**src/rtl/jtkunio_gfx_arb.sv**
```systemverilog
// Round-robin arbiter sharing one SDRAM read port between the char, scroll and
// object ROM fetchers. Optional watchdog abort enabled by JTKUNIO_ARB_TIMEOUT_EN.
module jtkunio_gfx_arb #(
  parameter logic [19:0] CHAR_OFFSET = 20'h00000,
  parameter logic [19:0] SCR_OFFSET  = 20'h04000,
  parameter logic [19:0] OBJ_OFFSET  = 20'h24000,
  parameter logic [7:0]  TOUT        = 8'd63
) (
  input  logic        clk,
  input  logic        rst_n,
  input  logic        char_cs,
  input  logic [13:0] char_addr,
  output logic [31:0] char_data,
  output logic        char_ok,
  input  logic        scr_cs,
  input  logic [16:0] scr_addr,
  output logic [31:0] scr_data,
  output logic        scr_ok,
  input  logic        obj_cs,
  input  logic [17:0] obj_addr,
  output logic [31:0] obj_data,
  output logic        obj_ok,
  output logic        sdram_req,
  output logic [19:0] sdram_addr,
  input  logic        sdram_ack,
  input  logic        sdram_dst,
  input  logic [31:0] sdram_data,
`ifdef JTKUNIO_ARB_TIMEOUT_EN
  output logic        tout_flag,
`endif
  output logic        busy
);

  typedef enum logic [1:0] {IDLE, REQ, WAIT} state_t;

  state_t      state, next_state;
  logic [2:0]  valid, hit, pend;
  logic [13:0] char_tag;
  logic [16:0] scr_tag;
  logic [17:0] obj_tag;
  logic [17:0] iss_addr, grant_addr;
  logic [19:0] grant_sdram;
  logic [1:0]  sel, rr, grant;
  logic        fill, abort;

  assign hit[0] = valid[0] && (char_tag == char_addr);
  assign hit[1] = valid[1] && (scr_tag  == scr_addr);
  assign hit[2] = valid[2] && (obj_tag  == obj_addr);
  assign pend   = {obj_cs && !hit[2], scr_cs && !hit[1], char_cs && !hit[0]};
  assign fill   = ((state == REQ) && sdram_ack && sdram_dst) || ((state == WAIT) && sdram_dst);
  assign busy   = (state != IDLE);

`ifdef JTKUNIO_ARB_TIMEOUT_EN
  logic [7:0] wd;

  assign abort = (state != IDLE) && (wd == TOUT) && !fill;

  // Watchdog: restarts on every issue, counts while a request is outstanding
  always_ff @(posedge clk or negedge rst_n) begin
    if (!rst_n) begin
      wd        <= 8'd0;
      tout_flag <= 1'b0;
    end else begin
      if (state == IDLE) begin
        wd <= 8'd0;
      end else begin
        wd <= wd + 8'd1;
      end
      if (abort) begin
        tout_flag <= 1'b1;
      end
    end
  end
`else
  logic unused_tout;
  assign unused_tout = ^TOUT;
  assign abort       = 1'b0;
`endif

  // Round-robin pick: search starts at rr and wraps char -> scr -> obj
  always_comb begin
    grant = rr;
    case (rr)
      2'd0:    grant = pend[0] ? 2'd0 : (pend[1] ? 2'd1 : 2'd2);
      2'd1:    grant = pend[1] ? 2'd1 : (pend[2] ? 2'd2 : 2'd0);
      2'd2:    grant = pend[2] ? 2'd2 : (pend[0] ? 2'd0 : 2'd1);
      default: grant = 2'd0;
    endcase
    grant_addr  = 18'd0;
    grant_sdram = 20'd0;
    case (grant)
      2'd0: begin
        grant_addr  = {4'd0, char_addr};
        grant_sdram = CHAR_OFFSET + {6'd0, char_addr};
      end
      2'd1: begin
        grant_addr  = {1'd0, scr_addr};
        grant_sdram = SCR_OFFSET + {3'd0, scr_addr};
      end
      2'd2: begin
        grant_addr  = obj_addr;
        grant_sdram = OBJ_OFFSET + {2'd0, obj_addr};
      end
      default: begin
        grant_addr  = 18'd0;
        grant_sdram = 20'd0;
      end
    endcase
  end

  // Next-state logic; ack together with dst collapses REQ straight to IDLE
  always_comb begin
    next_state = state;
    case (state)
      IDLE: begin
        if (|pend) next_state = REQ;
        else       next_state = IDLE;
      end
      REQ: begin
        if (fill || abort)  next_state = IDLE;
        else if (sdram_ack) next_state = WAIT;
        else                next_state = REQ;
      end
      WAIT: begin
        if (fill || abort) next_state = IDLE;
        else               next_state = WAIT;
      end
      default: next_state = IDLE;
    endcase
  end

  // FSM state register
  always_ff @(posedge clk or negedge rst_n) begin
    if (!rst_n) state <= IDLE;
    else        state <= next_state;
  end

  // Request issue, cache fill, round-robin pointer and registered ok flags
  always_ff @(posedge clk or negedge rst_n) begin
    if (!rst_n) begin
      sdram_req  <= 1'b0;
      sdram_addr <= 20'd0;
      sel        <= 2'd0;
      rr         <= 2'd0;
      iss_addr   <= 18'd0;
      valid      <= 3'd0;
      char_tag   <= 14'd0;
      scr_tag    <= 17'd0;
      obj_tag    <= 18'd0;
      char_data  <= 32'd0;
      scr_data   <= 32'd0;
      obj_data   <= 32'd0;
      char_ok    <= 1'b0;
      scr_ok     <= 1'b0;
      obj_ok     <= 1'b0;
    end else begin
      char_ok <= char_cs && hit[0];
      scr_ok  <= scr_cs  && hit[1];
      obj_ok  <= obj_cs  && hit[2];
      if ((state == IDLE) && (|pend)) begin
        sel        <= grant;
        iss_addr   <= grant_addr;
        sdram_addr <= grant_sdram;
        sdram_req  <= 1'b1;
      end else if (((state == REQ) && sdram_ack) || abort) begin
        sdram_req  <= 1'b0;
      end
      if (fill) begin
        case (sel)
          2'd0: begin valid[0] <= 1'b1; char_tag <= iss_addr[13:0]; char_data <= sdram_data; end
          2'd1: begin valid[1] <= 1'b1; scr_tag  <= iss_addr[16:0]; scr_data  <= sdram_data; end
          2'd2: begin valid[2] <= 1'b1; obj_tag  <= iss_addr;       obj_data  <= sdram_data; end
          default: valid <= valid;
        endcase
      end
      // An aborted fetch also moves the pointer on so others get a turn first
      if (fill || abort) begin
        rr <= (sel == 2'd2) ? 2'd0 : sel + 2'd1;
      end
    end
  end

endmodule
```
**config.mk**
```make
export PLATFORM = sky130hd
export DESIGN_NAME = jtkunio_gfx_arb
export DESIGN_NICKNAME = d
export VERILOG_FILES = /design/src/rtl/jtkunio_gfx_arb.sv
export SDC_FILE = /design/constraint.sdc
export NUM_CORES = 1
export LEC_CHECK = 0
export BUFFER_PORTS_ARGS = -buffer_cell sky130_fd_sc_hd__buf_2
export CAP_MARGIN = 20
export CORE_UTILIZATION = 50
export DETAILED_ROUTE_END_ITERATION = 8
export GPL_TIMING_DRIVEN = 0
export PLACE_DENSITY = 0.84
export SLEW_MARGIN = 0
export SYNTH_ARGS = -nofsm -noshare
export SYNTH_HDL_FRONTEND = slang
export SYNTH_SLANG_ARGS = --single-unit
```
**constraint.sdc**
```tcl
create_clock -name clk -period 2.9 [get_ports clk]
set_input_delay 0 -clock clk [delete_from_list [all_inputs] [get_ports clk]]
set_output_delay 0 -clock clk [all_outputs]
set_load 0.02 [all_outputs]
```
==> flow_metrics.env, run 1 <==
export IMPL_status="finished, final reports clean"
export IMPL_synth_main_ff_cell="dfrtp_1"
export IMPL_max_freq_mhz=356
export IMPL_skew_ns=0.0144
export IMPL_dr_pass1_iters=5
export IMPL_intPower_uw=6980
export IMPL_drive_above_1_share_pct=48.4
export IMPL_max_vdd_ir_drop_uv=720
export IMPL_h_tree_depth=4
export IMPL_vias_per_cell=5.43
export IMPL_synthesis_area_um2=7800
export IMPL_grt_pass1_wl_um=33100
export IMPL_synth_seq_cells=181
export IMPL_cts_tree="built"
export IMPL_relSlewSlack_pct=50.6
export IMPL_cts_made_buffers=17
export IMPL_port_buffers=207
export IMPL_ys_warnings_count=0
export IMPL_synth_edf_count=0
export IMPL_ys_types=45
export IMPL_layout_nets=961
export IMPL_maxSlewViolCount=0
export IMPL_clk_path_buf_depth=2
export IMPL_hold_path_class="in -> async"
export IMPL_post_route_util_pct=69.5
export IMPL_total_power_uw=11300
export IMPL_area_growth_synth_to_final_pct=35.4
export IMPL_hold_viol_final=0
export IMPL_timing_worst_setup_path_type="reg -> reg"
export IMPL_layout_commonest_cell="buf_2"
export IMPL_die_area_um2=16100
export IMPL_period_share_pct=97.0
export IMPL_antenna_found_initial=0
export IMPL_ant_nets=0
export IMPL_reg2reg_to="iss_addr[12]"
export IMPL_p_clk_share_pct=19.8
export IMPL_worst_pin_slew_ns=0.741
export IMPL_ys_async_sr_fraction_pct=100
export IMPL_switching_power_uw=4360
export IMPL_cts_setup_buffers=0
export IMPL_fin_crit_ns=2.81
export IMPL_multi_input_area_um2=3000
export IMPL_layout_common_cells="buf_2 (215), dfrtp_1 (181), mux2_2 (145)"
export IMPL_endpoint_kind="register"
export IMPL_clock_latency_ns=0.43
export IMPL_p_per_area_nw_per_um2=1070
export IMPL_num_vias=5823
export IMPL_grt_pass1_vias=6240
export IMPL_r2r_slack_ns=0.09
export IMPL_pwr_share_comb_pct=41.5
export IMPL_ff_latch_area_um2=4530
export IMPL_start_util_pct=51.3
export IMPL_cap_viol_max_count=0
export IMPL_r2r_start="char_tag[1]"
export IMPL_wl_per_cell_um=19.8
export IMPL_num_io_pins=209
export IMPL_die_w_um=127
export IMPL_coreArea_um2=15200
export IMPL_syn_area_per_cell_um2=14.0
export IMPL_leakage_uw=0.00504
export IMPL_cts_root_buf="clkbuf_16"
export IMPL_routabilityCongestion=0.827
export IMPL_rsz0062_at_grt="no"
export IMPL_grt_usage_pct=27.2
export IMPL_path_max_fanout=10
export IMPL_start_kind="register"
export IMPL_r2r_cells=9
export IMPL_seq_area_frac_synth_pct=58.1
export IMPL_numClockSinks=181
export IMPL_die_h_um=127
export IMPL_synth_cells=557
export IMPL_p_seq_share_pct=38.7
export IMPL_wirelength_um=21200
export IMPL_fin_tns_setup_ns=0
export IMPL_critPathRequiredTime_ns=3.20
export IMPL_drc=0
export IMPL_grt_overflow_total=0
export IMPL_num_rows=45
export IMPL_syn_nets=647
export IMPL_first_iter_violations=268
export IMPL_arrival_ns=3.11
export IMPL_setup_viol=0
export IMPL_grt_max_degree=127
export IMPL_antenna_cells=0
export IMPL_p_sw_share_pct=38.5
export IMPL_hpwl_um=14100
export IMPL_clkTransAtPathRegs_ns=0.07
export IMPL_fillers=1017
-- cell families (layout without fill, tap and decap cells) --
group / Yosys count / count (layout) / synth area share, %
flip-flops: 181 / 181 / 58.1
multiplexers: 145 / 145 / 20.9
AO/OA/AOI/OAI: 72 / 72 / 7.04
AND/OR/NAND/NOR: 54 / 54 / 4.22
XOR/XNOR: 52 / 52 / 5.84
buffers and inverters: 50 / 377 / 3.51
adder cells (fa/ha/maj): 2 / 2 / 0.321
other: 1 / 1 / 0.0481
-- cell type report --
cell class                      instances  area share, %
Multi-Input combinational cell        326           28.4
Inverter                                8          0.284
Tap cell                              188           2.23
Timing Repair Buffer                  295           18.4
Buffer                                 42           2.33
Clock inverter                         12           1.11
Sequential cell                       181           42.9
Clock buffer                           20           4.32
-- flip-flops by register name, summed over array words and instances, names as in the netlist, 2 cells and up --
name	count
valid	3
obj_data	32
sdram_addr	5
char_tag	14
char_data	32
state	2
scr_data	32
rr	2
sel	2
iss_addr	18
obj_tag	18
scr_tag	17
-- repair_timing --
action / CTS / global route
resized for setup: 0 / 5
hold endpoints to repair: 180 / 0
endpoints found under the setup margin: 0 / 5
hold buffers: 87 / 0
-- worst max-delay path: stages (launching register included) --
cell     delay, ns
dfrtp_1       0.40
xnor2_1       0.27
nand4_1       0.21
nor4_4        0.47
nor2_1        0.16
o31ai_4       0.48
nor2_2        0.18
buf_6         0.20
a32oi_1       0.22
o21ai_1       0.09
-- Yosys cell counts, drive strengths merged (4+ instances only) --
library cell | instances | area share (%)
nand3 | 4 | 0.26
a22oi | 18 | 1.7
nand4 | 11 | 0.88
o21ai | 25 | 1.6
clkbuf | 11 | 0.53
buf | 31 | 2.6
nor2 | 7 | 0.43
a32oi | 15 | 1.7
dfrtp | 181 | 58
inv | 8 | 0.39
mux2 | 145 | 21
xnor2 | 43 | 4.8
xor2 | 9 | 1.0
nand2 | 16 | 0.77
-- routing by layer --
layer / part of all wire, % / GRT usage, % / routed length, um
met1: 40 / 33.2 / 8520
met2: 50 / 46.3 / 10500
met3: 7.8 / 7.89 / 1650
met4: 2.3 / 9.73 / 478
met5: 0 / 0 / 0
-- per-stage QoR --
stage	instance area, um^2	instances	hold WS [ns]	worst slack (ns)
floorplan	7800	557	-0.296	0.842
global placement	9070	952	0.181	-1.03
detailed placement	9110	953	-0.0515	0.117
CTS	10600	1072	0.0918	0.0837
global route	10600	1072	0.127	0.0101
finish	10600	1072	0.0870	0.0877
-- how the worst max path moves through the flow --
stage	start	end	slack (ns)
after floorplan	char_tag[13]	iss_addr[5]	0.84
after global placement	rst_n	char_data[13]	-1.03
after detailed placement	char_tag[1]	iss_addr[5]	0.12
after CTS	obj_tag[12]	iss_addr[7]	0.08
after global routing	char_tag[1]	iss_addr[11]	0.01
final	char_tag[1]	iss_addr[12]	0.09
-- power groups by stage --
stage | sequential, uW | clock [uW] | combinational, uW
3_5_place_dp | 4400 | 0 | 4560
3_3_place_gp | 4320 | 0 | 4440
2_1_floorplan | 5100 | 0 | 2230
6_report | 4390 | 2250 | 4710
5_1_grt | 4530 | 2370 | 5000
4_1_cts | 4370 | 2260 | 4660
Note: power is estimated with default switching activity, not from simulation.
==> inputs of run 2 (changes only) <==
--- a/config.mk
+++ b/config.mk
@@ -7,10 +7,9 @@
 export LEC_CHECK = 0
 export BUFFER_PORTS_ARGS = -buffer_cell sky130_fd_sc_hd__buf_2
 export CAP_MARGIN = 20
-export CORE_UTILIZATION = 50
+export CORE_UTILIZATION = 53
 export DETAILED_ROUTE_END_ITERATION = 8
-export GPL_TIMING_DRIVEN = 0
-export PLACE_DENSITY = 0.84
+export PLACE_DENSITY = 0.88
 export SLEW_MARGIN = 0
 export SYNTH_ARGS = -nofsm -noshare
 export SYNTH_HDL_FRONTEND = slang
==> run 2 against run 1 <==
Effect of this change: clock power about the same; non-clock buffer count fell by 32; sequential power up 2%; first-iteration DRC count increased by 23%; flip-flop and latch count unchanged; total power fell by 0.73%; critical path depth did not move; critical path type unchanged; highest routed layer unchanged.
==> flow_metrics.env, run 2 (synthesis results as in run 1) <==
export IMPL_status="finished, final reports clean"
export IMPL_layout_commonest_cell="buf_2"
export IMPL_cts_tree="built"
export IMPL_wl_per_cell_um=21.2
export IMPL_antenna_cells=0
export IMPL_cts_root_buf="clkbuf_16"
export IMPL_maxSlewViolCount=0
export IMPL_cpPeakStageDelay_ns=0.42
export IMPL_numPlacedInstances=915
export IMPL_layout_nets=929
export IMPL_hold_path_class="in -> reg"
export IMPL_die_w_um=123
export IMPL_max_freq_mhz=379
export IMPL_r2r_slack_ns=0.26
export IMPL_die_h_um=123
export IMPL_path_max_fanout=11
export IMPL_worst_pin_slew_ns=0.858
export IMPL_num_rows=43
export IMPL_clkTransAtPathRegs_ns=0.07
export IMPL_r2r_start="char_tag[1]"
export IMPL_start_kind="register"
export IMPL_cts_setup_buffers=0
export IMPL_largest_registers="char_data (32), obj_data (32), scr_data (32)"
export IMPL_clock_latency_ns=0.44
export IMPL_setup_viol=0
export IMPL_grt_max_degree=91
export IMPL_grt_overflow_total=0
export IMPL_post_route_util_pct=73.7
export IMPL_grt_pass1_vias=6454
export IMPL_cp_cell_sequence="xnor2_1 -> nand4_1 -> nor4_4 -> nor2_1 -> nor4_2 -> a211o_2 -> buf_4 -> a32oi_1 -> o21ai_1"
export IMPL_timing_worst_setup_path_type="reg -> reg"
export IMPL_die_area_um2=15200
export IMPL_ant_nets=0
export IMPL_port_buffers=207
export IMPL_area_growth_synth_to_final_pct=33.1
export IMPL_arrival_ns=2.97
export IMPL_cap_viol_max_count=0
export IMPL_clk_path_buf_depth=2
export IMPL_total_power_uw=11300
export IMPL_relSlewSlack_pct=42.8
export IMPL_wirelength_um=21800
export IMPL_routabilityCongestion=0.886
export IMPL_p_per_area_nw_per_um2=1080
export IMPL_startpoint="char_tag[1]"
export IMPL_final_cell_count_no_fill=1032
export IMPL_r2r_cells=9
export IMPL_num_io_pins=209
export IMPL_min_from="obj_addr[15]"
export IMPL_first_iter_violations=329
export IMPL_cp_slowest_cell="nor4_4"
export IMPL_numClockSinks=181
export IMPL_hold_viol_final=0
export IMPL_endpoint_kind="register"
export IMPL_h_tree_depth=4
export IMPL_max_vdd_ir_drop_uv=714
export IMPL_reg2reg_to="sdram_addr[17]"
export IMPL_skew_ns=0.0205
export IMPL_layout_common_cells="buf_2 (206), dfrtp_1 (181), mux2_2 (145)"
export IMPL_num_vias=5816
export IMPL_antenna_found_initial=0
export IMPL_drive_above_1_share_pct=48.7
export IMPL_leakage_uw=0.00495
export IMPL_critPathRequiredTime_ns=3.24
export IMPL_grt_pass1_wl_um=33900
export IMPL_fin_crit_ns=2.64
export IMPL_grt_usage_pct=30.1
export IMPL_start_util_pct=55.3
export IMPL_crit_end="sdram_addr[17]"
export IMPL_dr_pass1_iters=5
export IMPL_period_share_pct=90.9
export IMPL_coreArea_um2=14100
export IMPL_fillers=909
export IMPL_hpwl_um=13500
export IMPL_rsz0062_at_grt="no"
export IMPL_fin_tns_setup_ns=0
export IMPL_vias_per_cell=5.64
export IMPL_cts_made_buffers=17
export IMPL_drc=0
## run 2: cell types whose count changed in the layout (fill, tap and decap cells not counted), sizes merged
cell         change
buf             -19
bufinv           -1
clkbuf          -14
clkinv           +1
clkinvlp         -4
dlygate4sd3      -2
inv              +7
## run 2: worst min path at each step
stage	endpoint	slack, ns	depth (start not counted)
after global placement	sdram_req	0.12	1
after global routing	iss_addr[15]	0.05	3
after detailed placement	iss_addr[13]	0.14	1
final	iss_addr[15]	0.03	3
after CTS	iss_addr[15]	0.008	3
after floorplan	char_data[0]	-0.30	0
## run 2: per-layer routing
metal	vias up	global-route usage, %	part of all wire, %
met3	52	9.50	8.4
met4	0	12.0	2.7
li1	2550	-	-
met5	-	0	0
met2	311	52.1	52
met1	2903	34.5	37
## run 2: power by group
group	total [uW]	leakage [uW]	switching, uW	internal (uW)
clock network	2280	0.000288	1120	1160
registers	4460	0.00226	808	3660
logic	4520	0.00240	2560	1960
## run 2: per-stage QoR
stage | hold WS (ns) | instance area, um^2 | setup slack (ns)
finish | 0.0269 | 10400 | 0.262
CTS | 0.00806 | 10400 | 0.181
global placement | 0.122 | 8950 | 0.315
global route | 0.0490 | 10400 | 0.0947
floorplan | -0.296 | 7800 | 0.842
detailed placement | 0.141 | 8950 | 0.215
## run 2: timing repair
action	4_1_cts	5_1_grt
hold buffers	85	0
gates resized for setup	0	1
hold endpoints to repair	211	0
endpoints found under the setup margin	0	3
## run 2: critical path, delay by kind of cell, from the launching register on
family,cells,cell delay (ns)
flip-flops,1,0.40
buffers and inverters,1,0.24
AND/OR/NAND/NOR,4,1.06
XOR/XNOR,1,0.28
AO/OA/AOI/OAI,3,0.56
## run 2: cell type report
type | count | area, um^2 | share of cell area (%)
clock inverter | 15 | 154 | 1.48
multi-input combinational | 326 | 3000 | 28.9
sequential | 181 | 4530 | 43.6
inverter | 8 | 30.0 | 0.289
timing repair buffer | 305 | 2020 | 19.4
tap | 180 | 225 | 2.17
clock buffer | 17 | 425 | 4.10
